==> src/rtl/px_ss_pkg.sv <==
// Shared types and constants for the pixel/line skip configuration calculator.
package px_ss_pkg;

    localparam int unsigned PX_SS_W = 16;

    typedef enum logic [2:0] {
        ST_IDLE,
        ST_CHECK,
        ST_DIV_PX,
        ST_DIV_LN,
        ST_UPDATE
    } px_ss_state_e;

    // Captured request: source and target frame sizes.
    typedef struct packed {
        logic [PX_SS_W-1:0] in_w;
        logic [PX_SS_W-1:0] in_h;
        logic [PX_SS_W-1:0] out_w;
        logic [PX_SS_W-1:0] out_h;
    } px_ss_size_t;

    // A request is unusable if it upscales or asks for an empty frame.
    function automatic logic size_bad(input px_ss_size_t s);
        return (s.out_w > s.in_w) || (s.out_h > s.in_h) ||
               (s.out_w == '0) || (s.out_h == '0);
    endfunction

endpackage

==> src/rtl/px_ss_if.sv <==
// Skip-parameter bundle driven by the calculator towards the scaler.
interface px_ss_if;

    logic [px_ss_pkg::PX_SS_W-1:0] px_to_skip;
    logic [px_ss_pkg::PX_SS_W-1:0] px_skip_interval;
    logic [px_ss_pkg::PX_SS_W-1:0] add_px_skip_interval;
    logic [px_ss_pkg::PX_SS_W-1:0] ln_to_skip;
    logic [px_ss_pkg::PX_SS_W-1:0] ln_skip_interval;
    logic [px_ss_pkg::PX_SS_W-1:0] add_ln_skip_interval;

    modport master (
        output px_to_skip, px_skip_interval, add_px_skip_interval,
        output ln_to_skip, ln_skip_interval, add_ln_skip_interval
    );

    modport slave (
        input px_to_skip, px_skip_interval, add_px_skip_interval,
        input ln_to_skip, ln_skip_interval, add_ln_skip_interval
    );

endinterface

==> src/rtl/px_ss_serial_div.sv <==
// Restoring serial divider: one quotient bit per cycle, the first bit is
// resolved on the start edge so a division occupies exactly PX_SS_W edges.
module px_ss_serial_div
    import px_ss_pkg::*;
(
    input  logic               clk,
    input  logic               rst,
    input  logic               start,
    input  logic [PX_SS_W-1:0] dividend,
    input  logic [PX_SS_W-1:0] divisor,
    output logic [PX_SS_W-1:0] quotient,
    output logic [PX_SS_W-1:0] remainder,
    output logic               done
);

    localparam int unsigned CNT_W = $clog2(PX_SS_W);

    logic [PX_SS_W-1:0] rem_q, quo_q, div_q;
    logic [CNT_W-1:0]   cnt_q;
    logic               run_q;

    logic [PX_SS_W-1:0] src_rem, src_quo, src_div;
    logic [PX_SS_W:0]   trial;
    logic [PX_SS_W-1:0] nxt_rem, nxt_quo;

    // One restoring step, fed from the operands on start, else from state.
    always_comb begin
        src_rem = start ? '0 : rem_q;
        src_quo = start ? dividend : quo_q;
        src_div = start ? divisor : div_q;
        trial   = {src_rem, src_quo[PX_SS_W-1]} - {1'b0, src_div};
        nxt_rem = {src_rem[PX_SS_W-2:0], src_quo[PX_SS_W-1]};
        nxt_quo = {src_quo[PX_SS_W-2:0], 1'b0};
        if (!trial[PX_SS_W]) begin
            nxt_rem = trial[PX_SS_W-1:0];
            nxt_quo = {src_quo[PX_SS_W-2:0], 1'b1};
        end
    end

    // Iteration state and completion pulse.
    always_ff @(posedge clk) begin
        if (rst) begin
            rem_q <= '0;
            quo_q <= '0;
            div_q <= '0;
            cnt_q <= '0;
            run_q <= 1'b0;
            done  <= 1'b0;
        end else begin
            done <= 1'b0;
            if (start) begin
                rem_q <= nxt_rem;
                quo_q <= nxt_quo;
                div_q <= divisor;
                cnt_q <= CNT_W'(1);
                run_q <= 1'b1;
            end else if (run_q) begin
                rem_q <= nxt_rem;
                quo_q <= nxt_quo;
                cnt_q <= cnt_q + CNT_W'(1);
                if (cnt_q == '1) begin
                    run_q <= 1'b0;
                    done  <= 1'b1;
                end
            end
        end
    end

    assign quotient  = quo_q;
    assign remainder = rem_q;

endmodule

==> src/rtl/px_ss_cfg_calc.sv <==
// Computes pixel/line skip parameters for a downscale request and applies
// all six together once both divisions have finished.
module px_ss_cfg_calc
    import px_ss_pkg::*;
(
    input  logic               clk_i,
    input  logic               rst_i,
    input  logic               start_i,
    input  logic [PX_SS_W-1:0] in_width_i,
    input  logic [PX_SS_W-1:0] in_height_i,
    input  logic [PX_SS_W-1:0] out_width_i,
    input  logic [PX_SS_W-1:0] out_height_i,
    output logic               busy_o,
    output logic               done_o,
    output logic               err_o,
    px_ss_if.master            px_ss
);

    px_ss_state_e       state_q, state_d;
    px_ss_size_t        size_q;
    logic               chk_ph_q, bad_q;
    logic [PX_SS_W-1:0] px_quo_q, px_rem_q;

    logic               accept_c;
    logic [PX_SS_W-1:0] px_skip_c, ln_skip_c;
    logic               div_start_c;
    logic [PX_SS_W-1:0] div_dividend_c, div_divisor_c;
    logic [PX_SS_W-1:0] div_quo, div_rem;
    logic               div_done;

    // A start coinciding with a done/err pulse is dropped.
    assign accept_c  = (state_q == ST_IDLE) && start_i && !done_o && !err_o;
    assign px_skip_c = size_q.in_w - size_q.out_w;
    assign ln_skip_c = size_q.in_h - size_q.out_h;

    px_ss_serial_div u_div (
        .clk       (clk_i),
        .rst       (rst_i),
        .start     (div_start_c),
        .dividend  (div_dividend_c),
        .divisor   (div_divisor_c),
        .quotient  (div_quo),
        .remainder (div_rem),
        .done      (div_done)
    );

    // Next-state and divider launch; CHECK spends one cycle registering the
    // size comparison and acts on it in the second.
    always_comb begin
        state_d        = state_q;
        div_start_c    = 1'b0;
        div_dividend_c = size_q.out_w;
        div_divisor_c  = px_skip_c;
        case (state_q)
            ST_IDLE: begin
                if (accept_c) state_d = ST_CHECK;
            end
            ST_CHECK: begin
                if (chk_ph_q) begin
                    if (bad_q) begin
                        state_d = ST_IDLE;
                    end else begin
                        state_d     = ST_DIV_PX;
                        div_start_c = 1'b1;
                    end
                end
            end
            ST_DIV_PX: begin
                div_dividend_c = size_q.out_h;
                div_divisor_c  = ln_skip_c;
                if (div_done) begin
                    state_d     = ST_DIV_LN;
                    div_start_c = 1'b1;
                end
            end
            ST_DIV_LN: begin
                if (div_done) state_d = ST_UPDATE;
            end
            ST_UPDATE: begin
                state_d = ST_IDLE;
            end
            default: begin
                state_d = ST_IDLE;
            end
        endcase
    end

    // State register.
    always_ff @(posedge clk_i) begin
        if (rst_i) state_q <= ST_IDLE;
        else       state_q <= state_d;
    end

    // Request capture, size check and pixel-division result holding.
    always_ff @(posedge clk_i) begin
        if (rst_i) begin
            size_q   <= '0;
            chk_ph_q <= 1'b0;
            bad_q    <= 1'b0;
            px_quo_q <= '0;
            px_rem_q <= '0;
        end else begin
            if (accept_c) begin
                size_q <= '{in_w: in_width_i, in_h: in_height_i,
                            out_w: out_width_i, out_h: out_height_i};
            end
            chk_ph_q <= (state_q == ST_CHECK) && !chk_ph_q;
            if ((state_q == ST_CHECK) && !chk_ph_q) bad_q <= size_bad(size_q);
            if ((state_q == ST_DIV_PX) && div_done) begin
                px_quo_q <= div_quo;
                px_rem_q <= div_rem;
            end
        end
    end

    // Status outputs; busy drops on the same edge that raises done/err.
    always_ff @(posedge clk_i) begin
        if (rst_i) begin
            busy_o <= 1'b0;
            done_o <= 1'b0;
            err_o  <= 1'b0;
        end else begin
            busy_o <= (state_q != ST_IDLE) && (state_d != ST_IDLE);
            done_o <= (state_q == ST_UPDATE);
            err_o  <= (state_q == ST_CHECK) && chk_ph_q && bad_q;
        end
    end

    // Apply all six skip parameters at once; a zero skip count means no skipping.
    always_ff @(posedge clk_i) begin
        if (rst_i) begin
            px_ss.px_to_skip           <= '0;
            px_ss.px_skip_interval     <= '0;
            px_ss.add_px_skip_interval <= '0;
            px_ss.ln_to_skip           <= '0;
            px_ss.ln_skip_interval     <= '0;
            px_ss.add_ln_skip_interval <= '0;
        end else if (state_q == ST_UPDATE) begin
            px_ss.px_to_skip           <= px_skip_c;
            px_ss.px_skip_interval     <= (px_skip_c == '0) ? '0 : px_quo_q;
            px_ss.add_px_skip_interval <= (px_skip_c == '0) ? '0 : px_rem_q;
            px_ss.ln_to_skip           <= ln_skip_c;
            px_ss.ln_skip_interval     <= (ln_skip_c == '0) ? '0 : div_quo;
            px_ss.add_ln_skip_interval <= (ln_skip_c == '0) ? '0 : div_rem;
        end
    end

endmodule

==> src/flat_wrapper.sv <==
// flat-port wrapper written by rule: the top's interface ports become plain ports
module px_ss_cfg_calc_flat import px_ss_pkg::*;
  (clk_i, rst_i, start_i, in_width_i, in_height_i, out_width_i, out_height_i, busy_o, done_o, err_o, px_ss_px_to_skip, px_ss_px_skip_interval, px_ss_add_px_skip_interval, px_ss_ln_to_skip, px_ss_ln_skip_interval, px_ss_add_ln_skip_interval);
  px_ss_if px_ss_i ();
  input  logic clk_i;
  input  logic rst_i;
  input  logic start_i;
  input  logic [PX_SS_W-1:0] in_width_i;
  input  logic [PX_SS_W-1:0] in_height_i;
  input  logic [PX_SS_W-1:0] out_width_i;
  input  logic [PX_SS_W-1:0] out_height_i;
  output logic busy_o;
  output logic done_o;
  output logic err_o;
  output wire logic [$bits(px_ss_i.px_to_skip)-1:0] px_ss_px_to_skip;
  output wire logic [$bits(px_ss_i.px_skip_interval)-1:0] px_ss_px_skip_interval;
  output wire logic [$bits(px_ss_i.add_px_skip_interval)-1:0] px_ss_add_px_skip_interval;
  output wire logic [$bits(px_ss_i.ln_to_skip)-1:0] px_ss_ln_to_skip;
  output wire logic [$bits(px_ss_i.ln_skip_interval)-1:0] px_ss_ln_skip_interval;
  output wire logic [$bits(px_ss_i.add_ln_skip_interval)-1:0] px_ss_add_ln_skip_interval;
  assign px_ss_px_to_skip = px_ss_i.px_to_skip;
  assign px_ss_px_skip_interval = px_ss_i.px_skip_interval;
  assign px_ss_add_px_skip_interval = px_ss_i.add_px_skip_interval;
  assign px_ss_ln_to_skip = px_ss_i.ln_to_skip;
  assign px_ss_ln_skip_interval = px_ss_i.ln_skip_interval;
  assign px_ss_add_ln_skip_interval = px_ss_i.add_ln_skip_interval;
  px_ss_cfg_calc u_core (.clk_i(clk_i), .rst_i(rst_i), .start_i(start_i), .in_width_i(in_width_i), .in_height_i(in_height_i), .out_width_i(out_width_i), .out_height_i(out_height_i), .busy_o(busy_o), .done_o(done_o), .err_o(err_o), .px_ss(px_ss_i));
endmodule
==> config.mk <==
export PLATFORM = sky130hd
export DESIGN_NAME = px_ss_cfg_calc_flat
export DESIGN_NICKNAME = d
export VERILOG_FILES = /design/src/rtl/px_ss_pkg.sv /design/src/rtl/px_ss_if.sv /design/src/rtl/px_ss_serial_div.sv /design/src/rtl/px_ss_cfg_calc.sv /design/src/flat_wrapper.sv
export SDC_FILE = /design/constraint.sdc
export NUM_CORES = 1
export LEC_CHECK = 0
export BUFFER_PORTS_ARGS = -buffer_cell sky130_fd_sc_hd__clkbuf_2
export CAP_MARGIN = 0
export CORE_MARGIN = 5
export CORE_UTILIZATION = 58
export CTS_CLUSTER_SIZE = 28
export DETAILED_ROUTE_END_ITERATION = 8
export PLACE_DENSITY = 0.83
export SKIP_LAST_GASP = 1
export SYNTH_ARGS = -nofsm -noshare
export SYNTH_HDL_FRONTEND = slang
export SYNTH_SLANG_ARGS = --single-unit
==> constraint.sdc <==
create_clock -name clk_i -period 6.2 [get_ports clk_i]
set_input_delay 0.31 -clock clk_i [delete_from_list [all_inputs] [get_ports clk_i]]
set_output_delay 0.31 -clock clk_i [all_outputs]
set_load 0.005 [all_outputs]
Yosys cells after proc, flatten, opt, wreduce, memory -nomap -nowiden:

Cells that the tools add are included.

* add/sub/neg operators: 4
* order comparisons: 2
* eq/ne operators: 5
* mux-type cells: 31
* bitwise logic cells: 1
* reductions and logical operators: 24

Operators with widths (count)
* 2-to-1 mux 16 bit: 14
* zero test 16 bit: 4
* greater-than comparator 16 bit: 2
* subtractor 16 bit: 2
* subtractor 17 x 16 -> 17 bit: 1
* 2-to-1 mux 3 bit: 4
* case mux 3 bit (4 select lines): 1
* 2-to-1 mux 1 bit: 10
* logical AND 1 bit: 8
* equality test 3 x 2 -> 1 bit, second input constant: 2
* nonzero test 3 bit: 2
* adder 4 x 1 -> 4 bit, second input constant: 1
* equality test 4 bit, second input constant: 1
* equality test 3 x 1 -> 1 bit, second input constant: 1
* equality test 3 bit, second input constant: 1
* zero test 1 bit: 3
* zero test 3 bit: 1
* logical OR 1 bit: 3
* OR reduction 3 bit: 1
* 2-to-1 mux 2 bit: 1
* case mux 1 bit (2 select lines): 1
* nonzero test 2 bit: 1
* OR reduction 2 bit: 1
* NOT 1 bit: 1

* register bits after elaboration: 254
* input port bits: 67
* logic and storage cells: 92

Logic depth before layout (Yosys ltp):

Gate-level depths: netlist (run 1).

* word-level depth: 8
* mapped depth: 21
* gate-level depth less buffers: 20

By module:

Synthesis (run 1) repeated with hierarchy kept, for this count alone.

* cell total of the unflattened synthesis: 1474
* area total of the unflattened synthesis: 12042.8 µm²

By module, submodules not included
* px_ss_cfg_calc: instances 1, cells an instance 1114, area each 8907.3 µm²
* px_ss_serial_div: instances 1, cells an instance 360, area each 3135.5 µm²

Least setup slack after synthesis (run 1):

No wires, ideal clock.

* kind: register to register
* start: register u_core.size_q[16] (netlist bit)
* end: register u_core.u_div.rem_q[0] (netlist: u_core.u_div.remainder[0])
* data arrival time: 4995 ps
* required time: 6121 ps
* path slack: 1126 ps
* cell stages (with the launch flop): 20
* path buffers: 0
* period minus slack after synthesis: 5074 ps
* cell sequence: dfxtp_1 -> ha_1 -> inv_1 -> fa_1 -> a211oi_1 -> o211ai_1 -> a31o_2 -> a21oi_1 -> xor2_1 -> nand2b_1 -> a31o_2 -> ha_1 -> and3_1 -> a221o_1 -> a2111oi_4 -> a211oi_1 -> a211oi_2 -> xnor2_1 -> mux2_2 -> a211oi_2

* cells in the longest elaborated chain, start to end: 7

Ends and longest elaborated chain
* start: declaration: line px_ss_cfg_calc.sv:20 `px_ss_size_t size_q;`
* start signal: assignment: line px_ss_cfg_calc.sv:104 `size_q <= '{in_w: in_width_i, in_h: in_height_i,`
* subtractor 16 bit *: line px_ss_cfg_calc.sv:33 `assign px_skip_c = size_q.in_w - size_q.out_w;`
* 2-to-1 mux 16 bit *: line px_ss_cfg_calc.sv:54 `case (state_q)`
* 2-to-1 mux 16 bit *
* subtractor 17 x 16 -> 17 bit *: line px_ss_serial_div.sv:31 `trial = {src_rem, src_quo[PX_SS_W-1]} - {1'b0, src_div};`
* 2-to-1 mux 16 bit *: line px_ss_serial_div.sv:34 `if (!trial[PX_SS_W]) begin`
* 2-to-1 mux 16 bit: line px_ss_serial_div.sv:57 `end else if (run_q) begin`
* 2-to-1 mux 16 bit *: line px_ss_serial_div.sv:51 `if (start) begin`
* end signal: assignment: line px_ss_serial_div.sv:52 `rem_q <= nxt_rem;`
* end signal: assignment: line px_ss_serial_div.sv:58 `rem_q <= nxt_rem;`
* end: declaration: line px_ss_serial_div.sv:18 `logic [PX_SS_W-1:0] rem_q, quo_q, div_q;`

Every way passes the cells marked *; elsewhere a longest branch is shown, timed or not. The select of a mux whose other input is x is not followed.
A chain may end at the register's enable or synchronous reset.

Worst setup path after layout (run 1):

* start: register u_core.size_q[16] (netlist bit)
* end: register u_core.u_div.rem_q[1] (netlist: u_core.u_div.remainder[1])

The elaborated chain is that of the path after synthesis.

==> results of run 1 <==
[synthesized netlist by cell type, drive strengths merged (4+ instances only)]
master / instances / area, µm²
o21ai: 105 / 638
o22ai: 4 / 25.0
xnor2: 22 / 193
o21bai: 4 / 30.0
dfxtp: 254 / 5080
a21oi: 173 / 866
and3: 11 / 68.8
nor4: 11 / 83.8
a32oi: 32 / 280
or2: 4 / 25.0
nand2: 396 / 1490
a211oi: 32 / 255
a2111oi: 6 / 71.3
inv: 52 / 195
nor2: 110 / 413
o31a: 4 / 35.0
nor2b: 8 / 50.1
o21a: 13 / 97.6
ha: 49 / 613
buf: 6 / 46.3
and2: 19 / 119
a31o: 4 / 35.0
xor2: 13 / 114
nand4: 8 / 50.1
mux2i: 18 / 180
nand3: 16 / 80.1
a311oi: 8 / 70.1
a21o: 10 / 76.3
clkbuf: 92 / 345
a31oi: 14 / 93.8
nor3: 19 / 100
nand2b: 7 / 43.8
or3: 13 / 81.3
o211ai: 7 / 52.6
[state kept, by name (all words and copies together), names as in the netlist]
| signal | count |
|---|---|
| u_core.px_ss.px_skip_interval | 16 |
| u_core.u_div.done | 1 |
| u_core.u_div.quotient | 16 |
| u_core.size_q | 64 |
| u_core.px_ss.px_to_skip | 16 |
| u_core.u_div.div_q | 16 |
| u_core.err_o | 1 |
| u_core.done_o | 1 |
| u_core.px_rem_q | 16 |
| u_core.u_div.remainder | 16 |
| u_core.px_ss.add_px_skip_interval | 16 |
| u_core.u_div.cnt_q | 4 |
| u_core.chk_ph_q | 1 |
| u_core.bad_q | 1 |
| u_core.px_ss.add_ln_skip_interval | 16 |
| u_core.px_ss.ln_to_skip | 16 |
| u_core.state_q | 3 |
| u_core.px_quo_q | 16 |
| u_core.busy_o | 1 |
| u_core.px_ss.ln_skip_interval | 16 |
| u_core.u_div.run_q | 1 |
[power breakdown]
part / switching (W) / internal (W) / total, W
sequential: 0.0000486 / 0.00168 / 0.00172
clock: 0.000666 / 0.00100 / 0.00167
combinational: 0.000626 / 0.000379 / 0.00101
total: 0.00134 / 0.00306 / 0.00440
[layer usage]
| layer | up-vias | track usage [%] | routed length, µm |
|---|---|---|---|
| met3 | 68 | 4.40 | 3100 |
| met5 | - | 0 | 0 |
| met4 | 0 | 8.80 | 1140 |
| met1 | 5752 | 40.1 | 15800 |
| li1 | 5850 | - | - |
| met2 | 538 | 47.3 | 16600 |
[kinds of logic after synthesis]
family / share of synthesized area (%)
AOI/OAI and AO/OA: 23.2
xor gates and xnor gates: 2.45
adders and majority gates: 5.39
buffers and inverters: 4.70
DFF: 40.7
muxes: 1.71
and+or+nand+nor: 21.9
[through the flow]
| stage | power, W | utilization (%) | hold WS, ns |
|---|---|---|---|
| 2_1_floorplan | 0.00243 | - | 0.422 |
| 3_3_place_gp | 0.00270 | 64.0 | 0.437 |
| 3_5_place_dp | 0.00272 | 64.0 | 0.441 |
| 4_1_cts | 0.00438 | 69.7 | 0.000754 |
| 5_1_grt | 0.00457 | 69.7 | 0.0114 |
| 6_report | 0.00440 | 69.7 | 0.00451 |
[what timing repair did]
| item | in CTS | in global routing |
|---|---|---|
| endpoints found under the setup margin | 0 | 1 |
| endpoints found under the hold margin | 28 | 0 |
| resized for setup | 0 | 1 |
| hold buffers | 28 | 0 |
| setup buffers | 0 | 0 |
[critical path: cells and delay by family (launching register included)]
family                   cells  cell delay [ns]
AO/OA/AOI/OAI               10             2.66
adder cells (fa/ha/maj)      3             1.01
buffers and inverters        3             0.48
flip-flops                   1             0.40
AND/OR/NAND/NOR              2             0.35
multiplexers                 1             0.35
XOR/XNOR                     2             0.26
[final cells by class]
class | instances | share of cell area [%]
Timing Repair Buffer | 215 | 8.69
Tap cell | 275 | 2.34
Sequential cell | 254 | 34.6
Clock buffer | 34 | 4.97
Multi-Input combinational cell | 1190 | 46.8
Clock inverter | 12 | 1.28
Inverter | 52 | 1.33
[worst max-delay path by stage]
stage                                              start                                 endpoint  slack [ns]
after floorplan           u_core.size_q[16]$_SDFFE_PP0P_   u_core.u_div.remainder[0]$_SDFFE_PP0P_        1.13
after global placement    u_core.size_q[16]$_SDFFE_PP0P_  u_core.u_div.remainder[13]$_SDFFE_PP0P_        0.65
after detailed placement  u_core.size_q[16]$_SDFFE_PP0P_  u_core.u_div.remainder[13]$_SDFFE_PP0P_        0.53
after CTS                 u_core.size_q[16]$_SDFFE_PP0P_  u_core.u_div.remainder[13]$_SDFFE_PP0P_        0.48
after global routing      u_core.size_q[16]$_SDFFE_PP0P_  u_core.u_div.remainder[13]$_SDFFE_PP0P_        0.25
final                     u_core.size_q[16]$_SDFFE_PP0P_   u_core.u_div.remainder[1]$_SDFFE_PP0P_        0.60
==> flow_summary.json, run 1 <==
{
  "std_cell_rows": 53,
  "async_flop_share_pct": 0,
  "arrival_ns": 6.05,
  "die_area_um2": 24600,
  "status": "finished, final reports clean",
  "cts.sinks": 254,
  "boundaryPins": 166,
  "drc": 0,
  "clk_latency_ns": 0.54,
  "crit_chain": "ha_1 -> inv_1 -> fa_1 -> a211oi_1 -> o211ai_1 -> a31o_2 -> a21oi_1 -> xor2_1 -> nand2b_1 -> a31o_2 -> ha_1 -> and3_1 -> a221o_1 -> a2111oi_4 -> a211oi_1 -> a211oi_2 -> buf_4 -> xnor2_1 -> buf_4 -> mux2_2 -> a211oi_2",
  "final_area_um2": 14700,
  "cellPowerDensity_nw_per_um2": 299,
  "multi_input_area_um2": 6880,
  "nFillCells": 1724,
  "reg2reg_depth": 21,
  "yosys_warnings": 0,
  "vias_per_cell": 6.01,
  "synth_ff_type": "dfxtp_1",
  "worst_setup_path_start_kind": "flop",
  "synth.distinct_cells": 72,
  "synth_enable_flop_cells": 0,
  "skew_ns": 0.0120,
  "drive_gt1_share_pct": 16.4,
  "numCtsBuffers": 26,
  "fp.dieW_um": 157,
  "fin_ws_ns": 0.601,
  "vias": 12200,
  "tritoncts": "built",
  "dpl.hpwl_um": 25300,
  "r2r-start": "u_core.size_q[16]$_SDFFE_PP0P_",
  "min_to": "u_core.size_q[41]$_SDFFE_PP0P_",
  "clk_pin_slew_ns": 0.07,
  "crit_required_ns": 6.65,
  "hold_class": "primary input to flop",
  "grt_pass1_wl_um": 58700,
  "tightest_slew_ns": 1.09,
  "area_growth_pct": 17.6,
  "synth_area_um2": 12500,
  "slew_headroom_pct": 27.6,
  "rsz0062_at_grt": "no",
  "synthCells": 1594,
  "syn_area_per_cell_um2": 7.84,
  "hold_violations": 0,
  "fin_setup_tns_ns": 0,
  "gr-total-overflow": 0,
  "ys_ff_latch": 254,
  "crit_fanout": 13,
  "clockRootBuffer": "clkbuf_16",
  "peakVddDrop_v": 0.000255,
  "path_class": "flop to flop",
  "syn-num-nets": 1713,
  "drt_iter0_markers": 1002,
  "place_ws_ns": 0.532,
  "layout_common_cells": "396 x nand2_1, 254 x dfxtp_1, 173 x a21oi_1, 164 x clkbuf_2, 107 x nor2_1",
  "slowest_stage": "fa_1",
  "core_um2": 21100,
  "portBuffers": 165,
  "ant_nets": 0,
  "worst_hold_path.num_cells": 3,
  "rrSetupSlack_ns": 0.60,
  "die_h_um": 157,
  "finalSetupViolCount": 0,
  "cp-end-kind": "flop",
  "min_period_ns": 5.60,
  "place_area_um2": 13500,
  "routed_wl_um": 36700,
  "timing.fmax_ghz": 0.179,
  "clk_path_buf_depth": 3,
  "dp.cells": 1958,
  "dr.pass1.iters": 8,
  "fin_cells": 2032,
  "grt_start_max_net_pins": 107,
  "track_usage_pct": 29.1,
  "slew_viol_final": 0,
  "final_common_cell": "nand2_1",
  "htree_levels": 1,
  "rr_endpoint": "u_core.u_div.remainder[1]$_SDFFE_PP0P_",
  "antenna_found_initial": 0,
  "grt_pass1_vias": 11300,
  "max_stage_delay_ns": 0.48,
  "maxCapViolCount": 0,
  "fin_crit_sh_pct": 90.3,
  "seqCellArea_um2": 5080,
  "fin_nets": 1858,
  "power_leakage_nw": 5.81,
  "gp_congestion": 0.919,
  "drt-wirelength-per-cell_um": 18.0,
  "min_from": "in_height_i[9]",
  "start_util_pct": 59.3,
  "diodes": 0,
  "yosysSeqAreaShare_pct": 40.7
}
No activity file was read; power rests on OpenSTA's default activity.
==> inputs of run 2 (changes only) <==
Settings changed: BUFFER_PORTS_ARGS -buffer_cell sky130_fd_sc_hd__clkbuf_2 to default, CORE_UTILIZATION 58 to 64, DONT_BUFFER_PORTS from default to 1, PLACE_DENSITY 0.83 to 0.8.
==> flow_summary.json, run 2 (synthesis results as in run 1) <==
{
  "reg2reg_depth": 19,
  "clk_pin_slew_ns": 0.06,
  "antenna_found_initial": 2,
  "layout_common_cells": "396 x nand2_1, 254 x dfxtp_1, 173 x a21oi_1, 107 x nor2_1, 73 x o21ai_0",
  "switching_share_pct": 30.5,
  "cts-resized-gates": 0,
  "dpl.hpwl_um": 24100,
  "r2r-start": "u_core.size_q[16]$_SDFFE_PP0P_",
  "track_usage_pct": 31.7,
  "ant_nets": 0,
  "start_util_pct": 64.6,
  "tightest_slew_ns": 1.16,
  "gp_congestion": 0.930,
  "power_w": 0.00435,
  "p_comb_share_pct": 22.9,
  "vias_per_cell": 6.14,
  "top_register": "u_core.size_q",
  "peakVddDrop_v": 0.000351,
  "fin_setup_tns_ns": 0,
  "grt_start_max_net_pins": 182,
  "clk_latency_ns": 0.54,
  "cts.sinks": 254,
  "slew_headroom_pct": 22.5,
  "clockRootBuffer": "clkbuf_16",
  "drive_gt1_share_pct": 7.13,
  "rr_endpoint": "u_core.u_div.remainder[13]$_SDFFE_PP0P_",
  "largest_reg_flops": 64,
  "rsz0062_at_grt": "no",
  "crit_path_start": "u_core.size_q[16]$_SDFFE_PP0P_",
  "vias": 11600,
  "pwr-share-clk_pct": 37.5,
  "crit_required_ns": 6.64,
  "drc": 0,
  "portBuffers": 0,
  "power_leakage_nw": 5.19,
  "p_sw_w": 0.00133,
  "boundaryPins": 166,
  "hold_slack_ns": 0.0338,
  "path_class": "flop to flop",
  "fp.dieW_um": 150,
  "fin_nets": 1727,
  "status": "finished, final reports clean",
  "p_seq_share_pct": 39.6,
  "seqCellArea_um2": 5080,
  "die_area_um2": 22400,
  "arrival_ns": 6.29,
  "cp-end-kind": "flop",
  "p_int_w": 0.00302,
  "multi_input_area_um2": 6870,
  "crit_fanout": 13,
  "rrSetupSlack_ns": 0.35,
  "worst_setup_path_start_kind": "flop",
  "fin_crit_sh_pct": 94.4,
  "drt_iter0_markers": 855,
  "final_common_cell": "nand2_1",
  "cellPowerDensity_nw_per_um2": 307,
  "slew_viol_final": 0,
  "die_h_um": 150,
  "drt-wirelength-per-cell_um": 19.2,
  "clk_path_buf_depth": 3,
  "core_um2": 19300,
  "grt_pass1_wl_um": 57500,
  "std_cell_rows": 51,
  "area_growth_pct": 13.5,
  "min_period_ns": 5.85,
  "crit_end": "u_core.u_div.remainder[13]$_SDFFE_PP0P_",
  "grt_pass1_vias": 11000,
  "hold_violations": 0,
  "tritoncts": "built",
  "timing.fmax_ghz": 0.171,
  "routed_wl_um": 36300,
  "gr-total-overflow": 0,
  "maxCapViolCount": 0,
  "numCtsBuffers": 26,
  "nFillCells": 1528,
  "htree_levels": 1,
  "dr.pass1.iters": 7,
  "skew_ns": 0.00806,
  "finalSetupViolCount": 0,
  "hold_class": "primary input to flop"
}
run 2: cell types whose count changed in the layout (fill, tap and decap cells not counted), sizes merged:
cell and change:
clkbuf -162, dlygate4sd3 +36, buf -3, clkinv -3, clkinvlp +1, diode +1
run 2: critical path: stages (launching register included):
cell       delay (ns)
dfxtp_1          0.42
ha_1             0.21
inv_1            0.06
fa_1             0.47
a211oi_1         0.29
o211ai_1         0.21
a31o_2           0.27
a21oi_1          0.17
xor2_1           0.13
nand2b_1         0.16
a31o_2           0.27
ha_1             0.33
and3_1           0.19
a221o_1          0.43
a2111oi_4        0.40
a211oi_1         0.17
a211o_1          0.46
xnor2_1          0.68
nand2_1          0.16
o32ai_1          0.28
run 2: per-stage QoR:
stage,std cells,setup WS [ns],area [µm²],utilization [%]
after floorplan,1594,1.13,12500,-
after global placement,1780,0.612,12600,65.3
after detailed placement,1780,0.495,12600,65.3
after CTS,1891,0.469,14200,73.3
after global routing,1892,0.0946,14200,73.4
final,1892,0.346,14200,73.4
run 2: repair_timing:
item,CTS,global route
hold buffers,65,0
hold endpoints to repair,181,0
setup buffers,0,0
run 2: metal layers:
layer,global-route usage (%),routed length [µm],vias to the layer above,share of wire (%)
li1,-,-,5609,-
met1,41.2,14800,5399,41
met2,50.7,16300,482,45
met3,6.45,3190,128,8.8
met4,15.1,1990,2,5.5
met5,0,7,-,0.019
run 2: worst min path at each step:
stage                                     startpoint                                      to  slack (ns)  cells past startpoint
after detailed placement                       rst_i  u_core.u_div.remainder[1]$_SDFFE_PP0P_        0.41                      1
after global placement                         rst_i         u_core.px_rem_q[3]$_SDFFE_PP0P_        0.40                      1
after CTS                                      rst_i       u_core.u_div.div_q[12]$_SDFF_PP0_        0.02                      2
final                                          rst_i       u_core.u_div.div_q[12]$_SDFF_PP0_        0.03                      2
after floorplan           u_core.chk_ph_q$_SDFF_PP0_              u_core.chk_ph_q$_SDFF_PP0_        0.42                      1
after global routing                           rst_i       u_core.u_div.div_q[12]$_SDFF_PP0_        0.04                      2
run 2: power by group through the flow:
stage | Clock (W) | Combinational [W] | Sequential [W]
final | 0.00163 | 0.000995 | 0.00172
after global placement | 0 | 0.000904 | 0.00176
after CTS | 0.00165 | 0.000975 | 0.00172
after floorplan | 0 | 0.000697 | 0.00174
after global routing | 0.00172 | 0.00108 | 0.00173
after detailed placement | 0 | 0.000919 | 0.00176
run 2: final cells by class:
cell class                      instances  area share, %
Multi-Input combinational cell       1190           48.4
Sequential cell                       254           35.9
Timing Repair Buffer                   84           5.72
Clock buffer                           36           5.06
Tap cell                              265           2.34
Inverter                               52           1.38
Clock inverter                         10           1.22
Antenna cell                            1         0.0176
